$ cat config.mk
export PLATFORM = sky130hd
export DESIGN_NAME = ptcalc_mul_pipe
export DESIGN_NICKNAME = d
export VERILOG_FILES = /design/src/rtl/ptcalc_pkg.sv /design/src/rtl/ptcalc_mul_round_sat.sv /design/src/rtl/ptcalc_mul_pipe.sv
export SDC_FILE = /design/constraint.sdc
export NUM_CORES = 1
export LEC_CHECK = 0
export CAP_MARGIN = 20
export CORE_MARGIN = 2
export CORE_UTILIZATION = 59
export CTS_BUF_LIST = sky130_fd_sc_hd__clkbuf_8
export DETAILED_ROUTE_END_ITERATION = 12
export MAX_ROUTING_LAYER = met4
export PLACE_DENSITY = 0.91
export SLEW_MARGIN = 20
export SYNTH_ARGS = -nofsm -noshare
export SYNTH_HDL_FRONTEND = slang
export SYNTH_HIERARCHICAL = 1
export SYNTH_SLANG_ARGS = --single-unit
$ cat constraint.sdc
create_clock -name ap_clk -period 9.7 [get_ports ap_clk]
set_input_delay 1.94 -clock ap_clk [delete_from_list [all_inputs] [get_ports ap_clk]]
set_output_delay 1.94 -clock ap_clk [all_outputs]
set_load 0.1 [all_outputs]
$ cat src/rtl/ptcalc_pkg.sv
// Shared constants, stage record and scale/round/saturate helpers for the pT-calc multiplier.
// The helpers work on a 64-bit signed value, so the product width must stay below 64 bits.
package ptcalc_pkg;

  localparam int unsigned PTCALC_MUL_A_W   = 13;
  localparam int unsigned PTCALC_MUL_B_W   = 13;
  localparam int unsigned PTCALC_MUL_P_W   = PTCALC_MUL_A_W + PTCALC_MUL_B_W;
  localparam int unsigned PTCALC_MUL_TAG_W = 8;

  // Stage record at the default widths. The pipe declares the same layout at its own
  // parameter widths.
  typedef struct packed {
    logic                             valid;
    logic signed [PTCALC_MUL_P_W-1:0] product;
    logic [PTCALC_MUL_TAG_W-1:0]      tag;
  } ptcalc_mul_stage_t;

  // R = (P + 2^(shift-1)) >>> shift, or P itself when shift is 0.
  function automatic logic signed [63:0] ptcalc_scale(input logic signed [63:0] p,
                                                      input int unsigned       shift);
    logic signed [63:0] half;
    if (shift == 0) return p;
    half = 64'sd1 <<< (shift - 1);
    return (p + half) >>> shift;
  endfunction

  // Largest value representable in a w-bit signed field (w < 64).
  function automatic logic signed [63:0] ptcalc_lim(input int unsigned w);
    return (64'sd1 <<< (w - 1)) - 64'sd1;
  endfunction

  // High when the scaled value does not fit a w-bit signed field.
  function automatic logic ptcalc_round_ovf(input logic signed [63:0] p,
                                            input int unsigned       shift,
                                            input int unsigned       w);
    logic signed [63:0] r;
    logic signed [63:0] lim;
    r = ptcalc_scale(p, shift);
    if (w >= 64) return 1'b0;
    lim = ptcalc_lim(w);
    return (r > lim) || (r < ~lim);
  endfunction

  // Scaled value clamped to the w-bit signed range.
  function automatic logic signed [63:0] ptcalc_round_sat(input logic signed [63:0] p,
                                                          input int unsigned       shift,
                                                          input int unsigned       w);
    logic signed [63:0] r;
    logic signed [63:0] lim;
    r = ptcalc_scale(p, shift);
    if (w < 64) begin
      lim = ptcalc_lim(w);
      if (r > lim) r = lim;
      else if (r < ~lim) r = ~lim;
    end
    return r;
  endfunction

endpackage

$ cat src/rtl/ptcalc_mul_round_sat.sv
// Combinational scale / round-half-up / fit stage for the final pipeline register.
// PTCALC_MUL_SAT_EN defined: clamp out-of-range results; otherwise two's-complement wrap.
module ptcalc_mul_round_sat
  import ptcalc_pkg::*;
#(
  parameter int unsigned P_W        = PTCALC_MUL_P_W,
  parameter int unsigned SHIFT      = 0,
  parameter int unsigned DOUT_WIDTH = PTCALC_MUL_P_W
) (
  input  logic signed [P_W-1:0]  product,
  output logic [DOUT_WIDTH-1:0]  dout,
  output logic                   ovf
);

  logic signed [63:0] prod_ext;

  assign prod_ext = {{(64 - P_W){product[P_W-1]}}, product};

`ifdef PTCALC_MUL_SAT_EN
  assign dout = DOUT_WIDTH'(ptcalc_round_sat(prod_ext, SHIFT, DOUT_WIDTH));
`else
  assign dout = DOUT_WIDTH'(ptcalc_scale(prod_ext, SHIFT));
`endif

  assign ovf = ptcalc_round_ovf(prod_ext, SHIFT, DOUT_WIDTH);

endmodule

$ cat src/rtl/ptcalc_mul_pipe.sv
// Pipelined signed multiplier with valid/ready, tag passthrough and scaled, rounded output.
// Stage 1 holds operands, stages 2..NUM_STAGE-1 the product, the last stage the result.
// Optional macro PTCALC_MUL_SAT_EN selects saturation on overflow (default: wrap).
module ptcalc_mul_pipe
  import ptcalc_pkg::*;
#(
  parameter int unsigned A_WIDTH    = PTCALC_MUL_A_W,
  parameter int unsigned B_WIDTH    = PTCALC_MUL_B_W,
  parameter int unsigned DOUT_WIDTH = 26,
  parameter int unsigned SHIFT      = 0,
  parameter int unsigned NUM_STAGE  = 3,
  parameter int unsigned TAG_WIDTH  = PTCALC_MUL_TAG_W
) (
  input  logic                  ap_clk,
  input  logic                  ap_rst,
  input  logic                  in_valid,
  output logic                  in_ready,
  input  logic [A_WIDTH-1:0]    din0,
  input  logic [B_WIDTH-1:0]    din1,
  input  logic [TAG_WIDTH-1:0]  in_tag,
  output logic                  out_valid,
  input  logic                  out_ready,
  output logic [DOUT_WIDTH-1:0] dout,
  output logic [TAG_WIDTH-1:0]  out_tag,
  output logic                  out_ovf
);

  localparam int unsigned P_W = A_WIDTH + B_WIDTH;

  typedef struct packed {
    logic                  valid;
    logic signed [P_W-1:0] product;
    logic [TAG_WIDTH-1:0]  tag;
  } stage_t;

  logic                  advance;
  logic                  fin_valid;
  logic signed [P_W-1:0] fin_prod;
  logic [TAG_WIDTH-1:0]  fin_tag;
  logic [DOUT_WIDTH-1:0] rs_dout;
  logic                  rs_ovf;
  logic                  out_valid_q;
  logic [DOUT_WIDTH-1:0] dout_q;
  logic [TAG_WIDTH-1:0]  out_tag_q;
  logic                  out_ovf_q;

  // Global stall: the whole pipe moves only when the output slot is free or being consumed.
  assign advance  = !out_valid_q || out_ready;
  assign in_ready = advance;

  if (NUM_STAGE == 1) begin : g_one
    assign fin_valid = in_valid;
    assign fin_prod  = P_W'($signed(din0)) * P_W'($signed(din1));
    assign fin_tag   = in_tag;
  end else begin : g_multi
    logic                      op_valid_q;
    logic signed [A_WIDTH-1:0] op_a_q;
    logic signed [B_WIDTH-1:0] op_b_q;
    logic [TAG_WIDTH-1:0]      op_tag_q;
    logic signed [P_W-1:0]     op_prod;

    // Operand register; only the valid bit needs a reset value.
    always_ff @(posedge ap_clk) begin
      if (ap_rst) begin
        op_valid_q <= 1'b0;
      end else if (advance) begin
        op_valid_q <= in_valid;
        op_a_q     <= din0;
        op_b_q     <= din1;
        op_tag_q   <= in_tag;
      end
    end

    assign op_prod = P_W'(op_a_q) * P_W'(op_b_q);

    if (NUM_STAGE == 2) begin : g_direct
      assign fin_valid = op_valid_q;
      assign fin_prod  = op_prod;
      assign fin_tag   = op_tag_q;
    end else begin : g_prod
      localparam int unsigned NumProd = NUM_STAGE - 2;
      stage_t prod_q [NumProd];

      // Product shift register feeding the final stage.
      always_ff @(posedge ap_clk) begin
        if (ap_rst) begin
          for (int i = 0; i < NumProd; i++) prod_q[i].valid <= 1'b0;
        end else if (advance) begin
          prod_q[0] <= '{valid: op_valid_q, product: op_prod, tag: op_tag_q};
          for (int i = 1; i < NumProd; i++) prod_q[i] <= prod_q[i-1];
        end
      end

      assign fin_valid = prod_q[NumProd-1].valid;
      assign fin_prod  = prod_q[NumProd-1].product;
      assign fin_tag   = prod_q[NumProd-1].tag;
    end
  end

  ptcalc_mul_round_sat #(
    .P_W        (P_W),
    .SHIFT      (SHIFT),
    .DOUT_WIDTH (DOUT_WIDTH)
  ) u_round_sat (
    .product (fin_prod),
    .dout    (rs_dout),
    .ovf     (rs_ovf)
  );

  // Final result register; holds while stalled.
  always_ff @(posedge ap_clk) begin
    if (ap_rst) begin
      out_valid_q <= 1'b0;
      dout_q      <= '0;
      out_tag_q   <= '0;
      out_ovf_q   <= 1'b0;
    end else if (advance) begin
      out_valid_q <= fin_valid;
      dout_q      <= rs_dout;
      out_tag_q   <= fin_tag;
      out_ovf_q   <= rs_ovf;
    end
  end

  assign out_valid = out_valid_q;
  assign dout      = dout_q;
  assign out_tag   = out_tag_q;
  assign out_ovf   = out_ovf_q;

endmodule

==> impl_metrics.csv, run 1 <==
group,metric,value,unit
clocking,cts.clk_slew.worst_paths,100,ps
timing,slew_violations,0,
worst_setup_path,r2r.worst_path.cells,16,
worst_setup_path,cp.required,9940,ps
timing,grt_setup_unrepaired,"false",
placement,dpl.hpwl,15.63,mm
synthesis,synth-seq-cells,106,
worst_setup_path,reg2reg_slack,3690,ps
global_route,grt_first_pass_wirelength,32.78,mm
route,ant_nets,0,
clocking,cts_sinks,106,
synthesis,synth_edf_count,69,
route,vias,6811,
clocking,cts_root_buf,"clkbuf_8",
hold_path,hp-class,"reg2reg",
synthesis,yosysSeqAreaShare,27.65,%
timing,report.final.setup_viol,0,
clocking,insertion_delay,390,ps
timing,hold_viol_final,0,
layout,final_common_cell,"inv_1",
clocking,ctsHoldBuffers,0,
route,drcViolationCount,0,
global_route,antenna_found_initial,0,
layout,final_cell_mix,"inv_1, nand2_1, fa_1",
timing,period_needed,6014,ps
layout,area_growth,8.463,%
placement,io_buffers,74,
worst_setup_path,crit_type,"reg2reg",
clocking,tritoncts,"done",
worst_setup_path,worstPathArrival,6260,ps
layout,fin_nets,1292,
synthesis,synth_area_per_cell,10.12,um^2
global_route,grt_usage,23.64,%
route,drt_first_iter_violations,357,
clocking,clk_path_buf_depth,2,
die,num_rows,48,
die,die_height,135.3,um
worst_setup_path,worst_setup_path_end_kind,"flip-flop",
flow_run,drv_cap,0,
die,dieWidth,135.3,um
timing,fmax,166.3,MHz
timing,fin_crit_sh,62.00,%
timing,fin_setup_tns,0,ps
synthesis,synth.cell_area,10170,um^2
hold_path,worstHoldStart,"dout[11]",
layout,drive_gt1_share,2.718,%
synthesis,synthesis.nets,1272,
worst_setup_path,critPathLaunchType,"flip-flop",
clocking,cts_max_level,3,
die,core,17060,um^2
clocking,ctsResizeCount,0,
timing,fin_skew,12.02,ps
die,initial_core_util,59.63,%
route,first_pass_iters,5,
clocking,post_cts_buffers,0,
synthesis,synth_cells,1005,
timing,relSlewSlack,33.92,%
route,routed_wl,19.65,mm
die,num_io_pins,75,
synthesis,ys_types,49,
worst_setup_path,r2r-end,"g_multi.g_prod.prod_q[0][33]",
global_route,grt_pass1_vias,6964,
global_route,gr-total-overflow,0,
die,die_area,18300,um^2
synthesis,ys_warn_count,6,
global_route,grt_start_max_net_pins,61,
synthesis,synthArstFlopShare,0,%
synthesis,synth_ff_type,"edfxtp_1",
route,wl_per_cell,15.65,um
layout,n_antenna_cell,0,
clocking,cts-buffers-inserted,9,
hold_path,hold_depth,2,
status,outcome,"finished clean",
hold_path,hold_end,"dout[11]",
placement,gp_congestion,0.9216,
worst_setup_path,worst-path-max-fanout,13,
worst_setup_path,timing.rr.start,"g_multi.op_a_q[12]",
timing,worstMarginPinSlew,988.2,ps
route,vias_per_cell,5.427,
state kept, by name (all words and copies together), names as in the netlist:
signal / cells
g_multi.op_valid_q: 1
out_tag: 8
g_multi.g_prod.prod_q: 35
g_multi.op_b_q: 13
dout: 26
g_multi.op_a_q: 13
g_multi.op_tag_q: 8
out_ovf: 1
out_valid: 1
worst max path at each step:
stage / startpoint / to / cells after the start
2_1_floorplan: g_multi.op_a_q[12] / g_multi.g_prod.prod_q[0][33] / 16
3_5_place_dp: g_multi.op_a_q[12] / g_multi.g_prod.prod_q[0][33] / 16
4_1_cts: g_multi.op_a_q[12] / g_multi.g_prod.prod_q[0][33] / 16
5_1_grt: g_multi.op_a_q[12] / g_multi.g_prod.prod_q[0][33] / 16
6_report: g_multi.op_a_q[12] / g_multi.g_prod.prod_q[0][33] / 16
3_3_place_gp: out_ready / in_ready / 5
per-stage QoR:
stage                     instance area, um^2  cells  setup slack [ps]  hold slack (ps)  utilization [%]
final                                   11030   1255              3686            456.0            64.68
after global routing                    11030   1255              3347            475.2            64.68
after CTS                               11030   1255              3714            457.9            64.68
after detailed placement                10860   1239              3763            445.3            63.68
after global placement                  10860   1239              3802            436.3            63.68
after floorplan                         10170   1005              4342            427.3                -
kinds of logic (layout without fill, tap and decap cells):
group	after synthesis	count (layout)	share of synthesized area, %
compound gates	87	87	5.277
xor+xnor	21	21	1.808
fa+ha+maj	229	229	40.13
buf+inv	240	265	9.903
flops	106	106	27.65
mux	3	3	0.2953
other cells	1	1	0.03687
simple gates	318	318	14.90
final cells by class:
cell class,count,area (um^2)
clock inverter,7,46.29
multi-input combinational,659,6354
fill,1312,6025
timing repair buffer,78,770.7
tap,225,281.5
clock buffer,9,123.9
inverter,171,643.1
sequential,106,2813
worst max-delay path, cell delays in order, from the launching register on:
cell	delay (ps)
edfxtp_1	620
and2_1	240
inv_1	70
fa_1	490
fa_1	810
inv_1	110
fa_1	470
fa_1	560
fa_1	410
ha_1	290
ha_1	340
a21oi_1	310
o21ai_1	200
a311oi_2	360
a21boi_1	150
o22ai_1	200
mux2i_1	200
metal layers:
layer | vias to the layer above | GRT usage [%] | wire [um]
met2 | 270 | 39.90 | 10270
met3 | 59 | 4.265 | 1202
met4 | 0 | 9.896 | 711
met1 | 3378 | 28.17 | 7460
li1 | 3104 | - | -
met5 | - | - | 0
cells in the mapped netlist (2+ instances only):
cell type	instances	area (um^2)
dfxtp_1	37	740.7
and2_1	89	556.8
o21a_1	6	45.04
buf_4	28	210.2
o22ai_1	3	18.77
nand2_1	163	611.8
fa_1	162	3243
a21o_1	3	22.52
nand2b_1	5	31.28
ha_1	67	838.3
a211oi_1	2	15.01
inv_1	170	638.1
or3_1	2	12.51
buf_1	4	15.01
xor2_1	7	61.31
nor2_1	29	108.9
nor2b_1	3	18.77
clkbuf_1	36	135.1
nand3b_1	2	15.01
nand3_1	3	15.01
nand4_1	3	18.77
a311oi_2	2	30.03
nor3b_1	3	22.52
a21oi_1	49	245.2
edfxtp_1	69	2072
xnor2_1	14	122.6
and3_2	2	15.01
o21ai_1	4	20.02
nor3_1	6	30.03
a31oi_1	3	18.77
o21ai_0	7	35.03
mux2i_1	3	30.03
and3_1	3	18.77
Power of run 1 is not shown: default switching activity piles up to over one toggle a cycle in this logic, so the estimate is an artifact.
==> run 2, diff against run 1 <==
==> constraint.sdc (replaced) <==
create_clock -name ap_clk -period 5.6 [get_ports ap_clk]
set_input_delay 1.12 -clock ap_clk [delete_from_list [all_inputs] [get_ports ap_clk]]
set_output_delay 1.12 -clock ap_clk [all_outputs]
set_load 0.1 [all_outputs]
==> impl_metrics.csv, run 2 (synthesis results as in run 1) <==
group,metric,value,unit
status,outcome,"finished clean",
timing,slew_violations,0,
die,num_rows,48,
layout,final_cell_mix,"inv_1, nand2_1, fa_1",
worst_setup_path,r2r.worst_path.cells,18,
clocking,cts_root_buf,"clkbuf_8",
layout,final.fill_count,1221,
die,initial_core_util,59.63,%
route,drt_first_iter_violations,480,
route,routed_wl,21.23,mm
global_route,antenna_found_initial,0,
clocking,cts_max_level,3,
clocking,ctsHoldBuffers,0,
placement,dp_cells,1277,
hold_path,hold_end,"dout[18]",
global_route,grt_pass1_vias,7456,
layout,final_area,11770,um^2
worst_setup_path,worstPathArrival,5660,ps
placement,placed_cell_area,11140,um^2
timing,report.final.setup_viol,0,
worst_setup_path,r2r-end,"g_multi.g_prod.prod_q[0][33]",
clocking,tritoncts,"done",
die,die_area,18300,um^2
timing,fin_crit_sh,98.36,%
timing,fmax,181.6,MHz
hold_path,hold_depth,2,
worst_setup_path,crit_type,"reg2reg",
layout,drive_gt1_share,12.11,%
worst_setup_path,worst_setup_path_end_kind,"flip-flop",
worst_setup_path,critPathLaunchType,"flip-flop",
global_route,grt_first_pass_wirelength,34.30,mm
die,die_height,135.3,um
global_route,gr-total-overflow,0,
timing,period_needed,5508,ps
placement,gp_congestion,0.9510,
layout,fin_nets,1352,
route,vias,7067,
layout,top_register,"g_multi.g_prod.prod_q",
worst_setup_path,timing.rr.start,"g_multi.op_b_q[1]",
route,drcViolationCount,0,
die,dieWidth,135.3,um
clocking,insertion_delay,400,ps
layout,largest_reg_flops,35,
timing,relSlewSlack,33.70,%
timing,fin_setup_tns,0,ps
hold_path,hp-class,"reg2reg",
die,num_io_pins,75,
hold_path,worstHoldStart,"dout[18]",
flow_run,drv_cap,0,
clocking,cts_sinks,106,
worst_setup_path,reg2reg_slack,90,ps
die,core,17060,um^2
clocking,cts.clk_slew.worst_paths,110,ps
route,ant_nets,0,
layout,area_growth,15.73,%
timing,hold_viol_final,0,
placement,dpl.hpwl,16.56,mm
timing,worstMarginPinSlew,991.5,ps
route,vias_per_cell,5.374,
placement,io_buffers,74,
route,wl_per_cell,16.14,um
route,first_pass_iters,5,
layout,final_common_cell,"inv_1",
clocking,cts-buffers-inserted,9,
global_route,grt_usage,24.66,%
global_route,grt_start_max_net_pins,42,
layout,fin_cells,1315,
timing,fin_skew,14.11,ps
clocking,clk_path_buf_depth,2,
layout,n_antenna_cell,0,
worst_setup_path,worst-path-max-fanout,6,
worst_setup_path,cp.required,5750,ps
[run 2: timing repair]
action / in CTS / in global routing
resized for setup: 2 / 56
endpoints found under the setup margin: 4 / 13
cloned: 0 / 0
pin swaps: 0 / 21
buffers inserted: 8 / 14
[run 2: layout make-up]
| type | instances | area [um^2] | share of cell area, % |
|---|---|---|---|
| Sequential cell | 106 | 2813 | 23.89 |
| Inverter | 171 | 643.1 | 5.463 |
| Clock inverter | 7 | 61.31 | 0.5208 |
| Tap cell | 225 | 281.5 | 2.392 |
| Timing Repair Buffer | 138 | 1230 | 10.45 |
| Multi-Input combinational cell | 659 | 6619 | 56.23 |
| Clock buffer | 9 | 123.9 | 1.052 |
[run 2: critical path, stage by stage, from the launching register on]
cell      delay (ps)
edfxtp_1         530
buf_6            180
and2_1           160
fa_1             480
inv_1             50
fa_1             530
inv_1             50
fa_1             530
fa_2             450
fa_2             360
fa_1             510
ha_4             300
o21ai_1          100
o21bai_1         180
buf_4            170
nand4_1          200
a21boi_2         250
o22ai_2           90
mux2i_1          130
[run 2: metal layers]
metal / track usage, % / part of all wire [%] / up-vias
met3: 4.153 / 5.5 / 40
met2: 43.85 / 55 / 233
li1: - / - / 3229
met5: - / 0 / -
met4: 7.465 / 2.2 / 0
met1: 28.83 / 38 / 3565
[run 2: metrics by stage]
stage | setup slack (ps) | utilization [%] | hold WS, ps
3_5_place_dp | -120.8 | 65.34 | 444.0
5_1_grt | -79.04 | 69.01 | 470.3
4_1_cts | 7.318 | 66.82 | 457.0
3_3_place_gp | 37.61 | 65.34 | 436.6
2_1_floorplan | 241.9 | - | 427.3
6_report | 91.94 | 69.01 | 453.5
[run 2: how the worst max path moves through the flow]
| stage | slack, ps | from | to |
|---|---|---|---|
| floorplan | 240 | g_multi.op_a_q[12] | g_multi.g_prod.prod_q[0][33] |
| global placement | 40 | g_multi.op_a_q[12] | g_multi.g_prod.prod_q[0][33] |
| detailed placement | -120 | g_multi.op_b_q[2] | g_multi.g_prod.prod_q[0][33] |
| CTS | 7 | g_multi.op_b_q[1] | g_multi.g_prod.prod_q[0][23] |
| global route | -80 | g_multi.op_b_q[1] | g_multi.g_prod.prod_q[0][31] |
| finish | 90 | g_multi.op_b_q[1] | g_multi.g_prod.prod_q[0][33] |
Power of run 2 is left out for the same reason.
